--- src/rtl/ifu_pkg.sv ---
// Shared constants and FSM state type for the I-fetch line fill unit.
// Holds word/line geometry defaults and the fill_state_t enum.
package ifu_pkg;

  localparam int WORD_WIDTH       = 32;
  localparam int DEF_TAG_WIDTH    = 28;
  localparam int DEF_LINE_WIDTH   = 128;
  localparam int DEF_ADDR_WIDTH   = 32;
  localparam int DEF_OFFSET_WIDTH = 4;
  localparam int WORDS_PER_LINE   = DEF_LINE_WIDTH / WORD_WIDTH;
  localparam int TIMEOUT_CYCLES   = 64;

  typedef enum logic [1:0] {
    IDLE,
    FETCH,
    RESPOND
  } fill_state_t;

endpackage

--- src/rtl/ifu_mem_fill.sv ---
// I-cache miss fill: reads a line one word at a time and returns it.
// Ports: Clock/Rst (async high), cache_req*/cache_rsp* (cache side),
// mem_rd* (word read port), busyOut, errOut (timeout pulse).
// Optional fetch timeout: define IFU_MEM_FILL_TIMEOUT_EN.
module ifu_mem_fill #(
  parameter int TAG_WIDTH      = ifu_pkg::DEF_TAG_WIDTH,
  parameter int LINE_WIDTH     = ifu_pkg::DEF_LINE_WIDTH,
  parameter int ADDR_WIDTH     = ifu_pkg::DEF_ADDR_WIDTH,
  parameter int OFFSET_WIDTH   = ifu_pkg::DEF_OFFSET_WIDTH,
  parameter int TIMEOUT_CYCLES = ifu_pkg::TIMEOUT_CYCLES
) (
  input  logic                          Clock,
  input  logic                          Rst,
  input  logic [TAG_WIDTH-1:0]          cache_reqTagIn,
  input  logic                          cache_reqTagValidIn,
  output logic [TAG_WIDTH-1:0]          cache_rspTagOut,
  output logic [LINE_WIDTH-1:0]         cache_rspInsLineOut,
  output logic                          cache_rspInsLineValidOut,
  output logic                          mem_rdReqOut,
  output logic [ADDR_WIDTH-1:0]         mem_rdAddrOut,
  input  logic [ifu_pkg::WORD_WIDTH-1:0] mem_rdDataIn,
  input  logic                          mem_rdAckIn,
  output logic                          busyOut,
  output logic                          errOut
);
  import ifu_pkg::*;

  localparam int NW = LINE_WIDTH / WORD_WIDTH;
  localparam int IW = (NW > 1) ? $clog2(NW) : 1;
  localparam int OW = IW + 2;

  fill_state_t state, state_nx;

  logic [TAG_WIDTH-1:0]  tag_q;
  logic [IW-1:0]         idx_q;
  logic [WORD_WIDTH-1:0] buf_q [NW];
  logic [TAG_WIDTH-1:0]  rsp_tag_q;
  logic [LINE_WIDTH-1:0] rsp_line_q;
  logic [LINE_WIDTH-1:0] line_nx;
  logic [OW-1:0]         word_off;
  logic                  fetch_ack;
  logic                  last_ack;
  logic                  timeout;

  assign fetch_ack = (state == FETCH) && mem_rdAckIn;
  assign last_ack  = fetch_ack && (idx_q == IW'(NW - 1));
  assign word_off  = {idx_q, 2'b00};

  // The final word bypasses the buffer so the response register
  // can be loaded on the same edge that accepts it.
  always_comb begin
    line_nx = '0;
    for (int i = 0; i < NW; i++) begin
      if (i == NW - 1)
        line_nx[i*WORD_WIDTH +: WORD_WIDTH] = mem_rdDataIn;
      else
        line_nx[i*WORD_WIDTH +: WORD_WIDTH] = buf_q[i];
    end
  end

`ifdef IFU_MEM_FILL_TIMEOUT_EN
  localparam int CW = $clog2(TIMEOUT_CYCLES + 1);

  logic [CW-1:0] cnt_q;
  logic          err_q;

  assign timeout = (state == FETCH) && !mem_rdAckIn &&
                   (cnt_q == CW'(TIMEOUT_CYCLES - 1));
  assign errOut  = err_q;

  // Cleared outside FETCH, so it is already zero on FETCH entry.
  always_ff @(posedge Clock or posedge Rst) begin
    if (Rst) begin
      cnt_q <= '0;
      err_q <= 1'b0;
    end else begin
      err_q <= timeout;
      if (state != FETCH || mem_rdAckIn)
        cnt_q <= '0;
      else
        cnt_q <= cnt_q + CW'(1);
    end
  end
`else
  assign timeout = 1'b0;
  assign errOut  = 1'b0;
`endif

  always_comb begin
    state_nx = state;
    unique case (state)
      IDLE:    if (cache_reqTagValidIn) state_nx = FETCH;
      FETCH: begin
        if (last_ack)     state_nx = RESPOND;
        else if (timeout) state_nx = IDLE;
      end
      RESPOND: state_nx = IDLE;
      default: state_nx = IDLE;
    endcase
  end

  always_ff @(posedge Clock or posedge Rst) begin
    if (Rst) begin
      state      <= IDLE;
      tag_q      <= '0;
      idx_q      <= '0;
      rsp_tag_q  <= '0;
      rsp_line_q <= '0;
      for (int i = 0; i < NW; i++) buf_q[i] <= '0;
    end else begin
      state <= state_nx;
      if (state == IDLE && cache_reqTagValidIn) begin
        tag_q <= cache_reqTagIn;
        idx_q <= '0;
      end
      if (fetch_ack) begin
        buf_q[idx_q] <= mem_rdDataIn;
        idx_q <= (idx_q == IW'(NW - 1)) ? '0 : idx_q + IW'(1);
      end
      if (last_ack) begin
        rsp_tag_q  <= tag_q;
        rsp_line_q <= line_nx;
      end
    end
  end

  assign mem_rdReqOut  = (state == FETCH);
  assign mem_rdAddrOut = (state == FETCH) ?
    ADDR_WIDTH'({tag_q, OFFSET_WIDTH'(word_off)}) : '0;

  assign cache_rspTagOut          = rsp_tag_q;
  assign cache_rspInsLineOut      = rsp_line_q;
  assign cache_rspInsLineValidOut = (state == RESPOND);
  assign busyOut                  = (state != IDLE);

endmodule

--- config.mk ---
export PLATFORM = sky130hd
export DESIGN_NAME = ifu_mem_fill
export DESIGN_NICKNAME = d
export VERILOG_FILES = /design/src/rtl/ifu_pkg.sv /design/src/rtl/ifu_mem_fill.sv
export SDC_FILE = /design/constraint.sdc
export NUM_CORES = 1
export LEC_CHECK = 0
export BUFFER_PORTS_ARGS = -buffer_cell sky130_fd_sc_hd__buf_2
export CORE_ASPECT_RATIO = 1.2
export CORE_UTILIZATION = 30
export CTS_CLUSTER_DIAMETER = 150
export DETAILED_ROUTE_END_ITERATION = 10
export GPL_TIMING_DRIVEN = 0
export HOLD_SLACK_MARGIN = 0.12
export PLACE_DENSITY = 0.59
export SYNTH_ARGS = -nofsm -noshare
export SYNTH_HDL_FRONTEND = slang
export SYNTH_SLANG_ARGS = --single-unit
--- constraint.sdc ---
create_clock -name Clock -period 10.4 [get_ports Clock]
set_clock_uncertainty 0.1 [all_clocks]
set_input_delay 1.56 -clock Clock [delete_from_list [all_inputs] [get_ports Clock]]
set_output_delay 1.56 -clock Clock [all_outputs]
set_load 0.005 [all_outputs]
* After elaboration in Yosys (flattened, before gate mapping)
Index checks and enable logic that the tools add are counted.
Storage, ports and cells: bits in registers 316, input port bits 64, output and inout bits 192, word-level logic and storage cells 36
Operators by class: add/sub/neg operators 1, order comparisons 2, equal/unequal tests 5, mux-type cells 10, bitwise operators 1, reduce and logical (&&, ||, !) cells 8
Operators by type and width (count):
- 128-bit bitwise mux | 1
- 32-bit demux with 2-bit select | 1
- 32-bit two-way mux | 2
- 2-bit two-way mux | 5
- 2-bit == test, second input constant | 2
- 1-bit logical AND | 4
- 2-bit case mux with 2 select lines | 1
- 2-bit nonzero test | 2
- 3-bit >= comparator, second input constant | 1
- 3-bit by 1-bit less-than comparator with 1-bit output, second input constant | 1
- 2-bit NOT with 3-bit output | 1
- 2-bit by 1-bit adder with 2-bit output, second input constant | 1
- 2-bit by 1-bit == test with 1-bit output, second input constant | 1
- 2-bit zero test | 1
- 2-bit by 1-bit inequality test with 1-bit output, second input constant | 1
- 2-bit inequality test, second input constant | 1
- 2-bit AND reduction | 1

* Longest topological paths before layout
depth in word-level cells 6, mapped depth 5, depth with buffers taken out 4

* Least setup slack after synthesis
No wires, ideal clock.
kind input to register, start point in mem_rdAckIn, end point reg rsp_line_q[0] (netlist: cache_rspInsLineOut[0]), setup time 0.125 ns, arrival time 2.537 ns, required time 10.175 ns, setup slack 7.638 ns, cell stages on the path 5, path buffers 2, cells stage by stage and2b_2 > nand3_4 > buf_4 > buf_6 > mux2_4
On the way: cells in the longest elaborated chain, start to end 2
Ends and longest elaborated chain:
- start, declared | RTL line ifu_mem_fill.sv:22 | input logic mem_rdAckIn,
- 1-bit logical AND | RTL line ifu_mem_fill.sv:45 | assign fetch_ack = (state == FETCH) && mem_rdAckIn;
- 1-bit logical AND | RTL line ifu_mem_fill.sv:46 | assign last_ack = fetch_ack && (idx_q == IW'(NW - 1));
- end signal, assigned | RTL line ifu_mem_fill.sv:122 | rsp_line_q <= line_nx;
- end, declared | RTL line ifu_mem_fill.sv:38 | logic [LINE_WIDTH-1:0] rsp_line_q;
No other way between the ends. A chain may end at the register's enable or synchronous reset.

* Worst setup path in the final report
start point reg state[1], end point out mem_rdAddrOut[22]
On the way: cells in the longest elaborated chain, start to end 2
Ends and longest elaborated chain:
- start, declared | RTL line ifu_mem_fill.sv:32 | fill_state_t state, state_nx;
- start signal, assigned | RTL line ifu_mem_fill.sv:111 | state <= state_nx;
- 2-bit by 1-bit == test with 1-bit output | RTL line ifu_mem_fill.sv:128 | assign mem_rdAddrOut = (state == FETCH) ?
- 32-bit two-way mux | RTL line ifu_mem_fill.sv:128
- end, declared | RTL line ifu_mem_fill.sv:20 | output logic [ADDR_WIDTH-1:0] mem_rdAddrOut,
No other way between the ends.

==> flow_metrics.py <==
metrics = {
    "status": {
        "outcome": "completed",
    },
    "yosys": {
        "synth_top_area_frac": 0.644,
        "post_synth_mux_area_share": 0.299,
        "synth_compound_gate_area_share": 0.00442,
        "synth_top_family_by_area": "multiplexers",
        "part_of_the_yosys_area_used_for_sequential_elements": 0.644,
        "yosysUniqueCellTypes": 25,
        "netlist_instances": 655,
        "asyncSetResetFlopFracSynth": 1.00,
        "yosysTopAreaCell": "sky130_fd_sc_hd__dfrtp_1",
        "synth_edf_count": 0,
        "synth_cell_area_um2": 11000,
        "synth.cells.most_frequent": "sky130_fd_sc_hd__dfrtp_1, sky130_fd_sc_hd__mux2_2, sky130_fd_sc_hd__mux2_4",
        "yosysMostFrequentCell": "sky130_fd_sc_hd__dfrtp_1",
        "synth-adder-area-share": 0.00454,
        "synth.yosys.warnings": 0,
        "mean_instance_size_in_the_synthesized_netlist_um2": 16.8,
        "synth-main-ff-cell": "sky130_fd_sc_hd__dfrtp_1",
        "synth-simple-area-share": 0.0247,
        "ys_seq_elements": 284,
        "yosys-top-cells-area": "sky130_fd_sc_hd__dfrtp_1, sky130_fd_sc_hd__mux2_2, sky130_fd_sc_hd__mux2_4, sky130_fd_sc_hd__and2_1, sky130_fd_sc_hd__buf_2",
        "post_synth_xor_area_fraction": 0,
    },
    "critical_path": {
        "crit_path_category": "register to output pin",
        "crit_fanout": 10,
        "critical-path-slowest-cell": "sky130_fd_sc_hd__dfrtp_1",
        "cp_cell_sequence": "and2b_1 -> clkbuf_1 -> and2_1 -> buf_2",
        "setup.worst_path.start_class": "register",
        "cp_arrival_ns": 2.03,
        "critical_path.n_buffers_inverters": 2,
        "end_kind": "output pin",
        "timing.critical_path.max_delay_family": "simple AND/OR/NAND/NOR gates",
        "critical_path_required_ns": 8.74,
        "cp_slowest_stage_delay_ns": 0.41,
    },
    "timing": {
        "max_clock_freq_mhz": 271,
        "worst_slack_ns": 6.71,
        "slew_headroom": 0.523,
        "final.min_clock_period_ns": 3.69,
        "whs_ns": 0.396,
        "setup-tns-final_ns": 0,
        "final_min_period_over_clock_period": 0.355,
        "finalSetupViolCount": 0,
        "tightest_slew_ns": 0.715,
        "grt_setup_unrepaired": "no",
        "slew_viol_final": 0,
        "report.final.hold_viol_count": 0,
    },
    "floorplanning": {
        "coreArea_um2": 36000,
        "initial_core_util": 0.306,
        "count_of_boundary_i_o_pins": 256,
        "die_y_um": 212,
        "die_ar_um2": 37600,
        "placement_rows": 76,
        "die-width_um": 177,
    },
    "global_route": {
        "first_global_vias": 6755,
        "track_usage": 0.139,
        "grt_start_max_net_pins": 107,
        "global_route_wire_length_before_repair_um": 39900,
        "globalRouteOverflowTotal": 0,
        "antenna_found_initial": 0,
    },
    "cts": {
        "htree_num_levels": 1,
        "clock_sink_count": 284,
        "ctsResizeCount": 0,
        "tritoncts": "done",
        "tritoncts.num_buffers": 30,
        "cts_root_buf": "sky130_fd_sc_hd__clkbuf_16",
        "cts_post_setup_buffers_inserted": 0,
        "clock_pin_transition_on_the_worst_setup_and_hold_timing_paths_ns": 0.06,
        "ctsLongestPathBuffers": 3,
        "clk_latency_ns": 0.56,
        "holdBufCountCts": 0,
    },
    "final_layout": {
        "antenna_cells": 0,
        "drive_above_1_share": 0.639,
        "finish.cell_count_without_fillers": 1431,
        "syn_to_final_growth_pct": 26.3,
        "final_core_util": 0.387,
        "nNetsFinal": 1011,
    },
    "route": {
        "antenna_viol_nets_final": 0,
        "post_drt_via_cell_ratio": 4.45,
        "drtPass1Iterations": 4,
        "wire_per_inst_um": 18.1,
        "drt-total-wl_um": 25900,
        "drt_iter0_markers": 144,
        "drc_errors": 0,
        "via_count": 6369,
    },
    "pwr": {
        "p_leak_nw": 6.76,
        "irDropWorstVdd_mv": 0.138,
        "power_density_nw_per_um2": 321,
    },
    "worst_hold_path": {
        "hold_class": "register to register",
    },
    "placement": {
        "dpl_worst_slack_ns": 7.12,
        "buffer_ports.inserted": 252,
        "place.detailed.hpwl_um": 18000,
        "routability_cong": 0.705,
        "dp.cells": 1379,
    },
    "job": {
        "max_cap_viol_count": 0,
    },
}
==> worst register-to-register path, delay by kind of cell, from the launching register on <==
kind,cells,cell delay [ns]
flops,1,0.37
simple gates,2,0.56
mux,1,0.38
buf+inv,2,0.53
==> state kept, by name (all words and copies together), names as in the netlist <==
register and cells:
cache_rspInsLineOut 128, buf_q 96, cache_rspTagOut 28, tag_q 28, idx_q 2, state 2
==> placed cells by master, fill, tap and decap left out, types with 2 or more instances in the layout <==
cell / n
sky130_fd_sc_hd__bufinv_16: 3
sky130_fd_sc_hd__buf_6: 5
sky130_fd_sc_hd__clkbuf_1: 9
sky130_fd_sc_hd__nand3_1: 3
sky130_fd_sc_hd__inv_1: 4
sky130_fd_sc_hd__dfrtp_1: 284
sky130_fd_sc_hd__and2_1: 30
sky130_fd_sc_hd__clkinv_2: 7
sky130_fd_sc_hd__mux2_4: 40
sky130_fd_sc_hd__buf_2: 272
sky130_fd_sc_hd__buf_4: 4
sky130_fd_sc_hd__a22o_1: 4
sky130_fd_sc_hd__clkbuf_16: 31
sky130_fd_sc_hd__buf_16: 2
sky130_fd_sc_hd__ha_1: 4
sky130_fd_sc_hd__mux2_2: 238
sky130_fd_sc_hd__mux2_1: 2
sky130_fd_sc_hd__clkbuf_8: 6
sky130_fd_sc_hd__conb_1: 3
==> final cells by class <==
class	count	area [um2]
clock inverter	11	134
timing repair buffer	254	1320
fill	3471	22100
multi-input combinational	333	3690
clock buffer	41	853
tap	468	586
buffer	34	225
sequential	284	7110
inverter	6	30.0
==> routing by layer <==
layer	up-vias	wire (um)	part of all wire	track usage
met3	31	1880	0.073	0.0379
li1	2857	-	-	-
met4	0	532	0.021	0.0440
met1	3289	10800	0.42	0.174
met2	192	12700	0.49	0.233
met5	-	0	0	0
==> path summary, 6_finish.rpt <==
path	from	endpoint	slack, ns	cells past startpoint
hold / removal	buf_q[69]	cache_rspInsLineOut[37]	0.40	1
hold reg to reg	buf_q[69]	cache_rspInsLineOut[37]	0.40	1
setup reg to reg	state[0]	buf_q[76]	8.34	5
min in group asynchronous	Rst	cache_rspTagOut[15]	1.05	2
max in group asynchronous	Rst	cache_rspInsLineOut[116]	8.16	3
setup / recovery	state[1]	mem_rdAddrOut[22]	6.71	4
==> per-stage QoR <==
stage | cell area [um2] | power, W
CTS | 13900 | 0.00456
detailed placement | 12900 | 0.00345
global route | 13900 | 0.00478
global placement | 12900 | 0.00340
finish | 13900 | 0.00447
floorplan | 11000 | 0.00280
==> kinds of logic (layout without fill, tap and decap cells) <==
group,after synthesis,in the layout
multiplexers,280,280
other,1,3
adder cells (fa/ha/maj),4,4
AND/OR/NAND/NOR,40,40
AO/OA/AOI/OAI,6,6
flip-flops,284,284
buffers and inverters,40,346
==> where the power goes <==
part           internal, W  switching (W)  total, W
combinational     0.000884       0.000579   0.00146
clock             0.000643       0.000425   0.00107
sequential         0.00166       0.000279   0.00194
total              0.00319        0.00128   0.00447
No activity file was read; power rests on OpenSTA's default activity.
